File: src/rtl/hash_round_sequencer.sv
// hash_round_sequencer
//   Initiator side of the ALU control interface. Accepts one hash-round
//   request and walks a fixed micro-op sequence through an external
//   combinational ALU:
//      FN (choose/parity) -> +h -> +k -> +w -> [compare with target] -> DONE
//   The final round word and the target-match flag are then offered on a
//   valid/ready result port.
//
// Ports
//   clk, rst_n                  clock (rising edge), async active-low reset
//   in_valid / in_ready         request handshake
//   mode                        0 = choose function, 1 = parity function
//   e, f, g                     round function inputs
//   h, k, w                     addends
//   target                      signature word for the compare step
//   alu_ctl, alu_a/b/c          micro-op driven to the ALU
//   alu_out, alu_zero           ALU result and zero flag
//   res_valid / res_ready       result handshake
//   res_data, res_match         round value and (res_data == target)
module hash_round_sequencer #(
   parameter bit          CMP_EN   = 1'b1,
   parameter logic [3:0]  IDLE_CTL = 4'd15
) (
   input  logic        clk,
   input  logic        rst_n,
   input  logic        in_valid,
   output logic        in_ready,
   input  logic        mode,
   input  logic [31:0] e,
   input  logic [31:0] f,
   input  logic [31:0] g,
   input  logic [31:0] h,
   input  logic [31:0] k,
   input  logic [31:0] w,
   input  logic [31:0] target,
   output logic [3:0]  alu_ctl,
   output logic [31:0] alu_a,
   output logic [31:0] alu_b,
   output logic [31:0] alu_c,
   input  logic [31:0] alu_out,
   input  logic        alu_zero,
   output logic        res_valid,
   input  logic        res_ready,
   output logic [31:0] res_data,
   output logic        res_match
);

   typedef enum logic [2:0] {
      S_IDLE  = 3'd0,
      S_FN    = 3'd1,
      S_ADD_H = 3'd2,
      S_ADD_K = 3'd3,
      S_ADD_W = 3'd4,
      S_CMP   = 3'd5,
      S_DONE  = 3'd6
   } state_t;

   localparam logic [3:0] CTL_CHOOSE = 4'd8;
   localparam logic [3:0] CTL_PARITY = 4'd5;
   localparam logic [3:0] CTL_ADD    = 4'd2;
   localparam logic [3:0] CTL_SUB    = 4'd6;

   state_t      state_r;
   state_t      state_s;
   logic        mode_r;
   logic [31:0] e_r, f_r, g_r, h_r, k_r, w_r, target_r;
   logic [31:0] acc_r;
   logic [31:0] res_data_r;
   logic        res_match_r;

   assign in_ready  = (state_r == S_IDLE);
   assign res_valid = (state_r == S_DONE);
   assign res_data  = res_data_r;
   assign res_match = res_match_r;

   // Next-state selection and ALU micro-op drive for the current state
   always_comb begin
      state_s = state_r;
      alu_ctl = IDLE_CTL;
      alu_a   = 32'd0;
      alu_b   = 32'd0;
      alu_c   = 32'd0;
      case (state_r)
         S_IDLE: begin
            if (in_valid) begin
               state_s = S_FN;
            end else begin
               state_s = S_IDLE;
            end
         end
         S_FN: begin
            alu_ctl = mode_r ? CTL_PARITY : CTL_CHOOSE;
            alu_a   = e_r;
            alu_b   = f_r;
            alu_c   = g_r;
            state_s = S_ADD_H;
         end
         S_ADD_H: begin
            alu_ctl = CTL_ADD;
            alu_a   = acc_r;
            alu_b   = h_r;
            state_s = S_ADD_K;
         end
         S_ADD_K: begin
            alu_ctl = CTL_ADD;
            alu_a   = acc_r;
            alu_b   = k_r;
            state_s = S_ADD_W;
         end
         S_ADD_W: begin
            alu_ctl = CTL_ADD;
            alu_a   = acc_r;
            alu_b   = w_r;
            state_s = CMP_EN ? S_CMP : S_DONE;
         end
         S_CMP: begin
            alu_ctl = CTL_SUB;
            alu_a   = acc_r;
            alu_b   = target_r;
            state_s = S_DONE;
         end
         S_DONE: begin
            if (res_ready) begin
               state_s = S_IDLE;
            end else begin
               state_s = S_DONE;
            end
         end
         default: begin
            state_s = S_IDLE;
         end
      endcase
   end

   // State register
   always_ff @(posedge clk or negedge rst_n) begin
      if (!rst_n) begin
         state_r <= S_IDLE;
      end else begin
         state_r <= state_s;
      end
   end

   // Request operand latch, taken only on the accept edge
   always_ff @(posedge clk or negedge rst_n) begin
      if (!rst_n) begin
         mode_r   <= 1'b0;
         e_r      <= 32'd0;
         f_r      <= 32'd0;
         g_r      <= 32'd0;
         h_r      <= 32'd0;
         k_r      <= 32'd0;
         w_r      <= 32'd0;
         target_r <= 32'd0;
      end else if ((state_r == S_IDLE) && in_valid) begin
         mode_r   <= mode;
         e_r      <= e;
         f_r      <= f;
         g_r      <= g;
         h_r      <= h;
         k_r      <= k;
         w_r      <= w;
         target_r <= target;
      end
   end

   // Accumulator and result capture. The result registers are separate from
   // the accumulator so the previous result survives while the next round
   // reuses acc; they are only refreshed on the step that leads into DONE.
   always_ff @(posedge clk or negedge rst_n) begin
      if (!rst_n) begin
         acc_r       <= 32'd0;
         res_data_r  <= 32'd0;
         res_match_r <= 1'b0;
      end else begin
         case (state_r)
            S_FN, S_ADD_H, S_ADD_K: begin
               acc_r <= alu_out;
            end
            S_ADD_W: begin
               acc_r <= alu_out;
               if (!CMP_EN) begin
                  res_data_r  <= alu_out;
                  res_match_r <= 1'b0;
               end
            end
            S_CMP: begin
               res_data_r  <= acc_r;
               res_match_r <= alu_zero;
            end
            default: begin
               acc_r <= acc_r;
            end
         endcase
      end
   end

endmodule

File: config.mk
export PLATFORM = sky130hd
export DESIGN_NAME = hash_round_sequencer
export DESIGN_NICKNAME = d
export VERILOG_FILES = /design/src/rtl/hash_round_sequencer.sv
export SDC_FILE = /design/constraint.sdc
export NUM_CORES = 1
export LEC_CHECK = 0
export ABC_CLOCK_PERIOD_IN_PS = 5300
export CORE_MARGIN = 1
export CORE_UTILIZATION = 51
export DETAILED_ROUTE_END_ITERATION = 6
export HOLD_SLACK_MARGIN = 0.05
export PLACE_DENSITY = 0.86
export SYNTH_ARGS = -nofsm -noshare
export SYNTH_HDL_FRONTEND = slang
export SYNTH_SLANG_ARGS = --single-unit
File: constraint.sdc
create_clock -name clk -period 5.3 [get_ports clk]
set_input_delay 1.06 -clock clk [delete_from_list [all_inputs] [get_ports clk]]
set_output_delay 1.06 -clock clk [all_outputs]
set_load 0.01 [all_outputs]
# Word-level counts from Yosys, hierarchy flattened
# Index checks and enable logic that the tools add are counted.
# classes
n_eq_ne,6
mux,8
n_reduce_logical,5
# ops
operator,n
32-bit one-hot mux with 5 select lines,1
32-bit one-hot mux with 2 select lines,1
32-bit 2-to-1 mux,1
3-bit one-hot mux with 7 select lines,1
4-bit one-hot mux with 3 select lines,1
3-bit equality test (second input constant),3
4-bit OR reduction,2
3-bit by 2-bit equality test with 1-bit output (second input constant),2
4-bit 2-to-1 mux,1
3-bit by 1-bit equality test with 1-bit output (second input constant),1
3-bit logical NOT,1
3-bit 2-to-1 mux,1
3-bit OR reduction,1
1-bit logical AND,1
1-bit 2-to-1 mux,1
# word_totals
reg_bits,293
input_bits,262
output_inout_bits,135
elab_cells,31

# Longest topological paths before layout
# Gate-level depths: netlist of the first run.
# depth
depth_word,3
mapped_depth,8
mapped_depth_nobuf,5

# Least setup slack after synthesis of the first run
# OpenSTA, ideal clock, no wires.
# synth_path
path_kind,register -> output
from,register state_r[2]
to,output alu_b[29]
t_arrival_ns,1.947
required_time_ns,4.240
setup_slack_ns,2.293
path_stages_with_launch,8
n_path_buf,3
path_cell_list,dfrtp_1 buf_2 inv_1 ha_1 or3b_2 clkbuf_1 buf_2 o221ai_1
# synth_via
elab_chain_len,2
word_cells_on_any_way,6
# synth_rtl
element,line,text
start: declaration,63,state_t state_r;
start signal: assignment,140,state_r <= state_s;
3-bit equality test (tied with other cells),83,case (state_r)
32-bit one-hot mux with 5 select lines (*),83,
end: declaration,38,"output logic [31:0] alu_b,"
# Every way passes the cells marked *; elsewhere a longest branch is shown, timed or not.

# Worst setup path after layout of the first run
# layout_path
from,register state_r[2]
to,output alu_b[15]
# Same word-level chain as after synthesis.

==> results.py, run 1 <==
metrics = {
    "clock_network": {
        "holdBufCountCts": 0,
        "h-tree-depth": 1,
        "clkLatencyLatePin_ns": 0.55,
        "cts_buffers": 31,
        "cts_buffer_depth": 3,
        "cts_root_buf": "clkbuf_16",
        "path_clk_slew_ns": 0.06,
        "clkSinkCount": 293,
        "post-cts-setup-buffers": 0,
        "cts.repair.resized": 0,
        "cts_tree": "built",
    },
    "worst_setup_path": {
        "rrSetupSlack_ns": 2.19,
        "crit_start": "state_r[2]$_DFF_PN0_",
        "start_kind": "flop",
        "crit_path_max_incr_delay_ns": 0.67,
        "slowest_stage": "dfrtp_1",
        "r2r_cells": 5,
        "path_buf_inv": 3,
        "critPathArrivalTime_ns": 3.55,
        "cp_data_required_time_ns": 4.24,
        "path_max_fanout": 20,
        "worstReg2RegEnd": "k_r[1]$_DFFE_PN0P_",
        "endpoint_kind": "output port",
        "path_cells": "inv_1 -> ha_1 -> or3b_1 -> buf_4 -> o22ai_1 -> a21o_1 -> clkdlybuf4s50_1",
        "reg2reg_from": "state_r[0]$_DFF_PN0_",
        "worstSetupPathType": "flop to output port",
        "path_delay_family": "buffers and inverters",
    },
    "job": {
        "maxCapViolations": 0,
    },
    "global_routing": {
        "grt_pass1_vias": 9916,
        "antenna_found_initial": 3,
        "grt_pass1_wl_um": 55000,
        "grt_max_degree": 116,
        "grt_overflow_total": 0,
        "grtUsageTotal": 0.277,
    },
    "pwr": {
        "clkPwrFrac": 0.190,
        "power.density_nw_per_um2": 628,
        "vdd_drop_max_mv": 0.427,
        "switching_share": 0.336,
        "p_sw_mw": 3.78,
        "p_seq_frac": 0.364,
        "intPower_mw": 7.48,
        "p_leak_nw": 7.79,
        "pwr-share-comb": 0.445,
    },
    "routing": {
        "num_vias": 9134,
        "viasPerCell": 5.40,
        "first_pass_iters": 4,
        "wl_um": 35400,
        "drt_iter0_drc": 653,
        "ant_nets": 0,
        "wire_per_inst_um": 21.0,
        "post-route-drc-count": 0,
    },
    "hold_path": {
        "hold_depth": 1,
        "hold_path_class": "flop to flop",
        "worstHoldStart": "g_r[11]$_DFFE_PN0P_",
        "worstHoldEndpoint": "g_r[11]$_DFFE_PN0P_",
    },
    "synthesis": {
        "synth.area.top_cells": "dfrtp_1, mux2_2, mux2_1",
        "avgSynthCellArea_um2": 13.3,
        "ys.flop_type": "dfrtp_1",
        "synth_area_um2": 12900,
        "yosysWarnings": 0,
        "netlist.area_leader.share": 0.570,
        "ys_ff_latch": 293,
        "synth_cell_types": 38,
        "synthArstFlopShare": 1.00,
        "yosysSeqAreaShare": 0.570,
        "synth_edf_count": 0,
        "synth_nets": 1231,
        "synth_top_area_cell": "dfrtp_1",
        "synthCells": 968,
    },
    "layout": {
        "drive_gt1_frac": 0.155,
        "nets": 1606,
        "fillers": 1620,
        "final_cells": 1690,
        "fin_util": 0.731,
        "area_delta_synth_final_pct": 39.5,
    },
    "sta": {
        "tns_ns": 0,
        "final-hold-violation-count": 0,
        "setup_viol": 0,
        "drv_slew": 0,
        "skew_ns": 0.00988,
        "slew_headroom": 0.399,
        "period_minus_slack_ns": 4.61,
        "worst_pin_slew_ns": 0.902,
        "rsz0062_at_grt": "false",
        "period_share": 0.869,
        "worst_hold_slack_ns": 0.474,
        "fin_ws_ns": 0.693,
        "fmax_mhz": 217,
    },
    "placement": {
        "dp_hpwl_um": 24500,
        "gp_congestion": 0.842,
        "dp_worst_setup_slack_ns": 1.29,
        "dpl.cell_count": 1634,
        "portBuffers": 396,
    },
    "floorplanning": {
        "core_um2": 24500,
        "start_util": 0.524,
        "die_area_um2": 25800,
        "fp.dieH_um": 161,
        "io_pins": 397,
        "die_w_um": 161,
        "rows": 57,
    },
    "status": {
        "status": "finished, final reports clean",
    },
}
[routing by layer]
| layer | track usage | wire (µm) |
|---|---|---|
| met1 | 0.308 | 12900 |
| met2 | 0.489 | 17900 |
| met3 | 0.0855 | 2940 |
| met4 | 0.116 | 1650 |
| met5 | 0 | 13 |
[cells in the mapped netlist (2+ instances only)]
master / n
dfrtp_1: 293
mux2_2: 147
mux2_1: 112
nand2_1: 68
o21ai_0: 66
mux2i_1: 63
inv_1: 35
and2_1: 33
a21o_1: 30
o22ai_1: 30
buf_2: 23
clkbuf_1: 22
buf_8: 11
buf_6: 6
buf_1: 4
a21oi_1: 2
buf_4: 2
[cells by family (layout without fill, tap and decap cells)]
logic type | count (synthesis) | in the layout | share of synthesized area
other cells | 0 | 2 | 0
xor+xnor | 1 | 1 | 0.000681
mux | 322 | 322 | 0.276
fa+ha+maj | 1 | 1 | 0.000973
compound gates | 134 | 134 | 0.0626
simple gates | 114 | 114 | 0.0435
buf+inv | 103 | 499 | 0.0460
flops | 293 | 293 | 0.570
[worst max-delay path by stage]
stage | to | depth (start not counted)
after floorplan | alu_b[29] | 7
after global placement | alu_b[20] | 7
after detailed placement | alu_b[15] | 7
after CTS | alu_b[15] | 7
after global routing | alu_b[17] | 7
final | alu_b[15] | 7
[layout by cell type, fill, tap and decap left out, types with 12 or more instances in the layout]
cell type        Yosys  layout
o22ai_1             30      30
and2_1              33      32
dfrtp_1            293     292
clkdlybuf4s50_1      0     395
mux2i_1             63      63
a21o_1              30      30
mux2_1             112     112
nand2_1             68      68
o21ai_0             66      66
mux2_2             147     147
inv_1               35      35
clkbuf_1            22      12
clkbuf_16            0      31
[final cells by class]
type / instances / area [µm²] / share of cell area
well taps: 324 / 405 / 0.0226
diodes: 2 / 5.00 / 0.000279
flip-flops and latches: 293 / 7340 / 0.409
repair buffers: 410 / 4120 / 0.230
clock buffers: 48 / 890 / 0.0496
clock inverters: 6 / 105 / 0.00586
inverters: 35 / 131 / 0.00732
multi-input cells: 572 / 4940 / 0.275
[registers in the layout, indices dropped and copies added, names as in the netlist]
| register | count |
|---|---|
| mode_r | 1 |
| k_r | 32 |
| acc_r | 32 |
| f_r | 32 |
| target_r | 32 |
| state_r | 3 |
| g_r | 32 |
| res_data | 32 |
| e_r | 32 |
| res_match | 1 |
| w_r | 32 |
| h_r | 32 |
[worst register-to-register path: cells and delay by family, from the launching register on]
kind          cells  cell delay (ns)
buf+inv           2             0.88
flops             1             0.65
mux               1             0.42
simple gates      2             1.04
[through the flow]
step | power (mW) | area, µm²
global route | 11.9 | 17900
finish | 11.3 | 17900
global placement | 8.95 | 16900
detailed placement | 9.15 | 16900
floorplan | 6.91 | 12900
CTS | 11.4 | 17900
[power groups by stage]
stage / sequential, mW / combinational [mW] / clock (mW)
after floorplan: 3.86 / 3.05 / 0
after global placement: 4.06 / 4.89 / 0
after detailed placement: 4.12 / 5.02 / 0
after CTS: 4.10 / 5.08 / 2.18
after global routing: 4.23 / 5.39 / 2.27
final: 4.10 / 5.02 / 2.14
Note: power is estimated with default switching activity, not from simulation.
==> inputs of run 2 (changes only) <==
--- a/config.mk
+++ b/config.mk
@@ -5,12 +5,13 @@
 export SDC_FILE = /design/constraint.sdc
 export NUM_CORES = 1
 export LEC_CHECK = 0
+export ABC_AREA = 1
 export ABC_CLOCK_PERIOD_IN_PS = 5300
 export CORE_MARGIN = 1
 export CORE_UTILIZATION = 51
 export DETAILED_ROUTE_END_ITERATION = 6
-export HOLD_SLACK_MARGIN = 0.05
-export PLACE_DENSITY = 0.86
+export PLACE_DENSITY = 0.85
+export SETUP_SLACK_MARGIN = 0.1
 export SYNTH_ARGS = -nofsm -noshare
 export SYNTH_HDL_FRONTEND = slang
 export SYNTH_SLANG_ARGS = --single-unit
==> results.py, run 2 <==
metrics = {
    "status": {
        "status": "finished, final reports clean",
    },
    "synthesis": {
        "synth_simple_gate_area_frac": 0.336,
        "synth_nets": 1941,
        "synthArstFlopShare": 1.00,
        "synth_adder_area_share": 0.000935,
        "synthMuxAreaShare": 0,
        "yosysMostFrequentCell": "nand2_1",
        "synth_compound_area_frac": 0.0486,
        "synth_top_family_by_area": "simple AND/OR/NAND/NOR gates",
        "synthCells": 1678,
        "synth_top_area_cell": "dfrtp_1",
        "synth_area_um2": 13400,
        "synth_cell_types": 22,
        "yosysSeqAreaShare": 0.548,
        "ys.flop_type": "dfrtp_1",
        "avgSynthCellArea_um2": 7.98,
        "yosys.area_share.xor_xnor": 0,
        "ys_ff_latch": 293,
        "yosysWarnings": 0,
        "netlist.area_leader.share": 0.548,
        "synth.area.top_cells": "dfrtp_1, nand2_1, nand3_1",
        "yosys-top-cells-count": "nand2_1, dfrtp_1, nand3_1, nor2_1, buf_2",
        "synth_edf_count": 0,
    },
    "sta": {
        "drv_slew": 0,
        "fmax_mhz": 215,
        "fin_ws_ns": 0.648,
        "period_share": 0.878,
        "tns_ns": 0,
        "skew_ns": 0.00975,
        "final-hold-violation-count": 0,
        "setup_viol": 0,
        "worst_hold_slack_ns": 0.448,
        "rsz0062_at_grt": "false",
        "worst_pin_slew_ns": 1.11,
        "slew_headroom": 0.261,
        "period_minus_slack_ns": 4.65,
    },
    "routing": {
        "drt_iter0_drc": 1508,
        "ant_nets": 0,
        "num_vias": 13000,
        "viasPerCell": 5.52,
        "wl_um": 42800,
        "first_pass_iters": 5,
        "wire_per_inst_um": 18.2,
        "post-route-drc-count": 0,
    },
    "layout": {
        "drive_gt1_frac": 0.0402,
        "regArea_um2": 7330,
        "nets": 2260,
        "area_delta_synth_final_pct": 36.9,
        "multi_input_area_um2": 5180,
        "fin_util": 0.719,
        "fillers": 1947,
        "final_cell_mix": "nand2_1, clkdlybuf4s50_1, dfrtp_1",
        "layout.cells.most_common": "nand2_1",
        "final_cells": 2350,
        "postLayoutCellArea_um2": 18300,
    },
    "worst_setup_path": {
        "slowest_stage": "dfrtp_2",
        "reg2reg_from": "state_r[1]$_DFF_PN0_",
        "path_delay_family": "buffers and inverters",
        "cp_data_required_time_ns": 4.24,
        "path_buf_inv": 3,
        "path_max_fanout": 37,
        "endpoint_kind": "output port",
        "path_cells": "inv_4 -> nor2_1 -> buf_4 -> nand3_1 -> nand3_1 -> nor2_1 -> nor2_1 -> clkdlybuf4s50_1",
        "critPathArrivalTime_ns": 3.59,
        "worstSetupPathType": "flop to output port",
        "r2r_cells": 7,
        "crit_path_max_incr_delay_ns": 0.87,
        "path_common_cell": "nor2_1",
        "worstReg2RegEnd": "g_r[16]$_DFFE_PN0P_",
        "rrSetupSlack_ns": 2.01,
        "start_kind": "flop",
    },
    "clock_network": {
        "cts_tree": "built",
        "clkSinkCount": 293,
        "holdBufCountCts": 0,
        "h-tree-depth": 1,
        "post-cts-setup-buffers": 0,
        "cts_buffer_depth": 3,
        "clkLatencyLatePin_ns": 0.55,
        "cts.repair.resized": 0,
        "path_clk_slew_ns": 0.06,
        "cts_root_buf": "clkbuf_16",
        "cts_buffers": 31,
    },
    "placement": {
        "dp_worst_setup_slack_ns": 1.25,
        "portBuffers": 396,
        "dp_hpwl_um": 28400,
        "dpl.cell_count": 2294,
        "dpl-instance-area_um2": 17300,
        "gp_congestion": 0.934,
    },
    "global_routing": {
        "antenna_found_initial": 5,
        "grt_overflow_total": 0,
        "grt_pass1_vias": 12500,
        "grt_max_degree": 157,
        "grtUsageTotal": 0.314,
        "grt_pass1_wl_um": 65800,
    },
    "floorplanning": {
        "rows": 58,
        "core_um2": 25500,
        "start_util": 0.525,
        "io_pins": 397,
        "die_w_um": 164,
        "fp.dieH_um": 164,
        "die_area_um2": 26900,
    },
    "job": {
        "maxCapViolations": 0,
    },
    "pwr": {
        "p_total_mw": 11.1,
        "vdd_drop_max_mv": 0.386,
        "power.density_nw_per_um2": 604,
        "p_leak_nw": 8.91,
    },
    "hold_path": {
        "hold_path_class": "input pin to asynchronous set/reset pin",
    },
}
[run 2: cell count changes after synthesis, moves of 31 or more]
cell     change
and2_1      -33
inv_1       +32
mux2_1     -112
buf_2       +49
mux2i_1     -63
nand4_1     +65
nand3_1    +260
nand2_1    +517
o21ai_1     +44
mux2_2     -147
a21oi_1     +31
nor2_1     +130
[run 2: metal layers]
metal,up-vias,wire length (µm),global-route usage
met5,-,10,0
met4,2,1820,0.149
met3,127,3630,0.0586
met2,661,20400,0.508
met1,6123,17000,0.409
li1,6065,-,-
[run 2: worst max-delay path by stage]
stage / startpoint / endpoint / cells after the start / slack, ns
2_1_floorplan: state_r[2]$_DFF_PN0_ / alu_b[10] / 8 / 2.51
3_3_place_gp: state_r[1]$_DFF_PN0_ / alu_b[31] / 8 / 1.30
3_5_place_dp: state_r[1]$_DFF_PN0_ / alu_b[0] / 8 / 1.25
4_1_cts: state_r[1]$_DFF_PN0_ / alu_b[0] / 8 / 0.61
5_1_grt: state_r[1]$_DFF_PN0_ / alu_b[7] / 8 / 0.45
6_report: state_r[1]$_DFF_PN0_ / alu_b[10] / 8 / 0.65
[run 2: final cells by class]
cell class | count | area share
antenna | 5 | 0.000683
timing repair buffer | 414 | 0.225
clock inverter | 6 | 0.00594
clock buffer | 45 | 0.0479
sequential | 293 | 0.400
tap | 330 | 0.0225
inverter | 73 | 0.0151
multi-input combinational | 1184 | 0.283
[run 2: cells by family after synthesis]
kind of cell / Yosys count
AO/OA/AOI/OAI: 130
adder cells (fa/ha/maj): 1
buffers and inverters: 201
flip-flops: 293
AND/OR/NAND/NOR: 1053
[run 2: report_power, final]
part	switching, mW	internal (mW)	leakage (nW)
combinational	3.02	1.99	4.83
sequential	0.628	3.29	3.60
clock	0.866	1.28	0.483
==> inputs of run 3 (changes only) <==
--- a/config.mk
+++ b/config.mk
@@ -7,6 +7,7 @@
 export LEC_CHECK = 0
 export ABC_AREA = 1
 export ABC_CLOCK_PERIOD_IN_PS = 5300
+export CORE_ASPECT_RATIO = 1.1
 export CORE_MARGIN = 1
 export CORE_UTILIZATION = 51
 export DETAILED_ROUTE_END_ITERATION = 6
==> results.py, run 3 (synthesized netlist as in run 2, its figures left out) <==
metrics = {
    "worst_setup_path": {
        "path_buf_inv": 2,
        "crit_start": "state_r[1]$_DFF_PN0_",
        "endpoint_kind": "output port",
        "critPathArrivalTime_ns": 3.65,
        "path_cells": "ha_1 -> nand2_2 -> inv_2 -> nor2_1 -> clkdlybuf4s50_1",
        "slowest_stage": "ha_1",
        "worstSetupPathType": "flop to output port",
        "crit_path_max_incr_delay_ns": 1.10,
        "worstReg2RegEnd": "h_r[10]$_DFFE_PN0P_",
        "rrSetupSlack_ns": 2.16,
        "r2r_cells": 7,
        "start_kind": "flop",
        "cp_data_required_time_ns": 4.24,
        "path_delay_family": "buffers and inverters",
        "reg2reg_from": "state_r[1]$_DFF_PN0_",
        "path_max_fanout": 34,
    },
    "sta": {
        "worst_pin_slew_ns": 1.14,
        "tns_ns": 0,
        "period_minus_slack_ns": 4.71,
        "drv_slew": 0,
        "slew_headroom": 0.241,
        "skew_ns": 0.0144,
        "rsz0062_at_grt": "false",
        "fmax_mhz": 212,
        "setup_viol": 0,
        "period_share": 0.889,
        "final-hold-violation-count": 0,
        "worst_hold_slack_ns": 0.469,
    },
    "layout": {
        "layout.cells.most_common": "nand2_1",
        "fillers": 1973,
        "drive_gt1_frac": 0.0417,
        "area_delta_synth_final_pct": 37.4,
        "final_cell_mix": "nand2_1, clkdlybuf4s50_1, dfrtp_1",
        "regArea_um2": 7330,
        "nets": 2255,
        "fin_util": 0.722,
        "final_cells": 2364,
        "multi_input_area_um2": 5180,
    },
    "floorplanning": {
        "start_util": 0.525,
        "die_w_um": 156,
        "die_area_um2": 26900,
        "core_um2": 25500,
        "fp.dieH_um": 172,
        "rows": 61,
        "io_pins": 397,
    },
    "routing": {
        "post-route-drc-count": 0,
        "drt_iter0_drc": 1213,
        "viasPerCell": 5.54,
        "wire_per_inst_um": 18.1,
        "ant_nets": 0,
        "wl_um": 42700,
        "first_pass_iters": 5,
        "num_vias": 13100,
    },
    "placement": {
        "dpl.cell_count": 2306,
        "gp_congestion": 0.862,
        "dp_hpwl_um": 27900,
        "portBuffers": 396,
    },
    "pwr": {
        "p_total_mw": 11.2,
        "power.density_nw_per_um2": 606,
        "vdd_drop_max_mv": 0.444,
        "p_leak_nw": 8.93,
    },
    "clock_network": {
        "h-tree-depth": 1,
        "cts_buffers": 30,
        "post-cts-setup-buffers": 0,
        "clkSinkCount": 293,
        "cts_tree": "built",
        "clkLatencyLatePin_ns": 0.55,
        "holdBufCountCts": 0,
        "cts.repair.resized": 0,
        "cts_buffer_depth": 3,
        "path_clk_slew_ns": 0.06,
        "cts_root_buf": "clkbuf_16",
    },
    "hold_path": {
        "hold_path_class": "flop to flop",
        "worstHoldEndpoint": "h_r[29]$_DFFE_PN0P_",
        "hold_depth": 2,
        "worstHoldStart": "h_r[29]$_DFFE_PN0P_",
    },
    "global_routing": {
        "antenna_found_initial": 5,
        "grtUsageTotal": 0.318,
        "grt_max_degree": 179,
        "grt_pass1_vias": 12800,
        "grt_pass1_wl_um": 67100,
        "grt_overflow_total": 0,
    },
    "status": {
        "status": "finished, final reports clean",
    },
    "job": {
        "maxCapViolations": 0,
    },
}
[run 3: power breakdown]
group | switching, mW | internal [mW]
Clock | 0.877 | 1.33
Combinational | 3.10 | 1.99
Sequential | 0.566 | 3.29
[run 3: per-layer routing]
layer	part of all wire	global-route usage
met5	0.00026	0
met4	0.041	0.139
met3	0.090	0.0722
met2	0.49	0.528
met1	0.38	0.399
[run 3: layout make-up]
cell class / instances / share of cell area
diodes: 4 / 0.000544
clock buffers: 41 / 0.0469
clock inverters: 13 / 0.00898
repair buffers: 410 / 0.224
well taps: 346 / 0.0235
multi-input cells: 1184 / 0.282
flip-flops and latches: 293 / 0.399
inverters: 73 / 0.0150
[run 3: through the flow]
step | worst slack (ns) | area, µm²
4_1_cts | 0.582 | 18400
3_5_place_dp | 1.19 | 17400
3_3_place_gp | 1.20 | 17400
6_report | 0.588 | 18400
5_1_grt | 0.323 | 18400
2_1_floorplan | 2.51 | 13400
[run 3: worst max path at each step]
stage | slack, ns | depth (start not counted) | to
finish | 0.59 | 5 | alu_b[30]
global route | 0.32 | 5 | alu_b[30]
CTS | 0.58 | 5 | alu_b[30]
detailed placement | 1.19 | 5 | alu_b[30]
global placement | 1.20 | 5 | alu_b[30]
floorplan | 2.51 | 8 | alu_b[10]
[run 3: tightest hold or removal path, stage by stage (launching register included)]
cell,delay (ns)
dfrtp_1,0.34
nand2_1,0.05
nand2_1,0.04
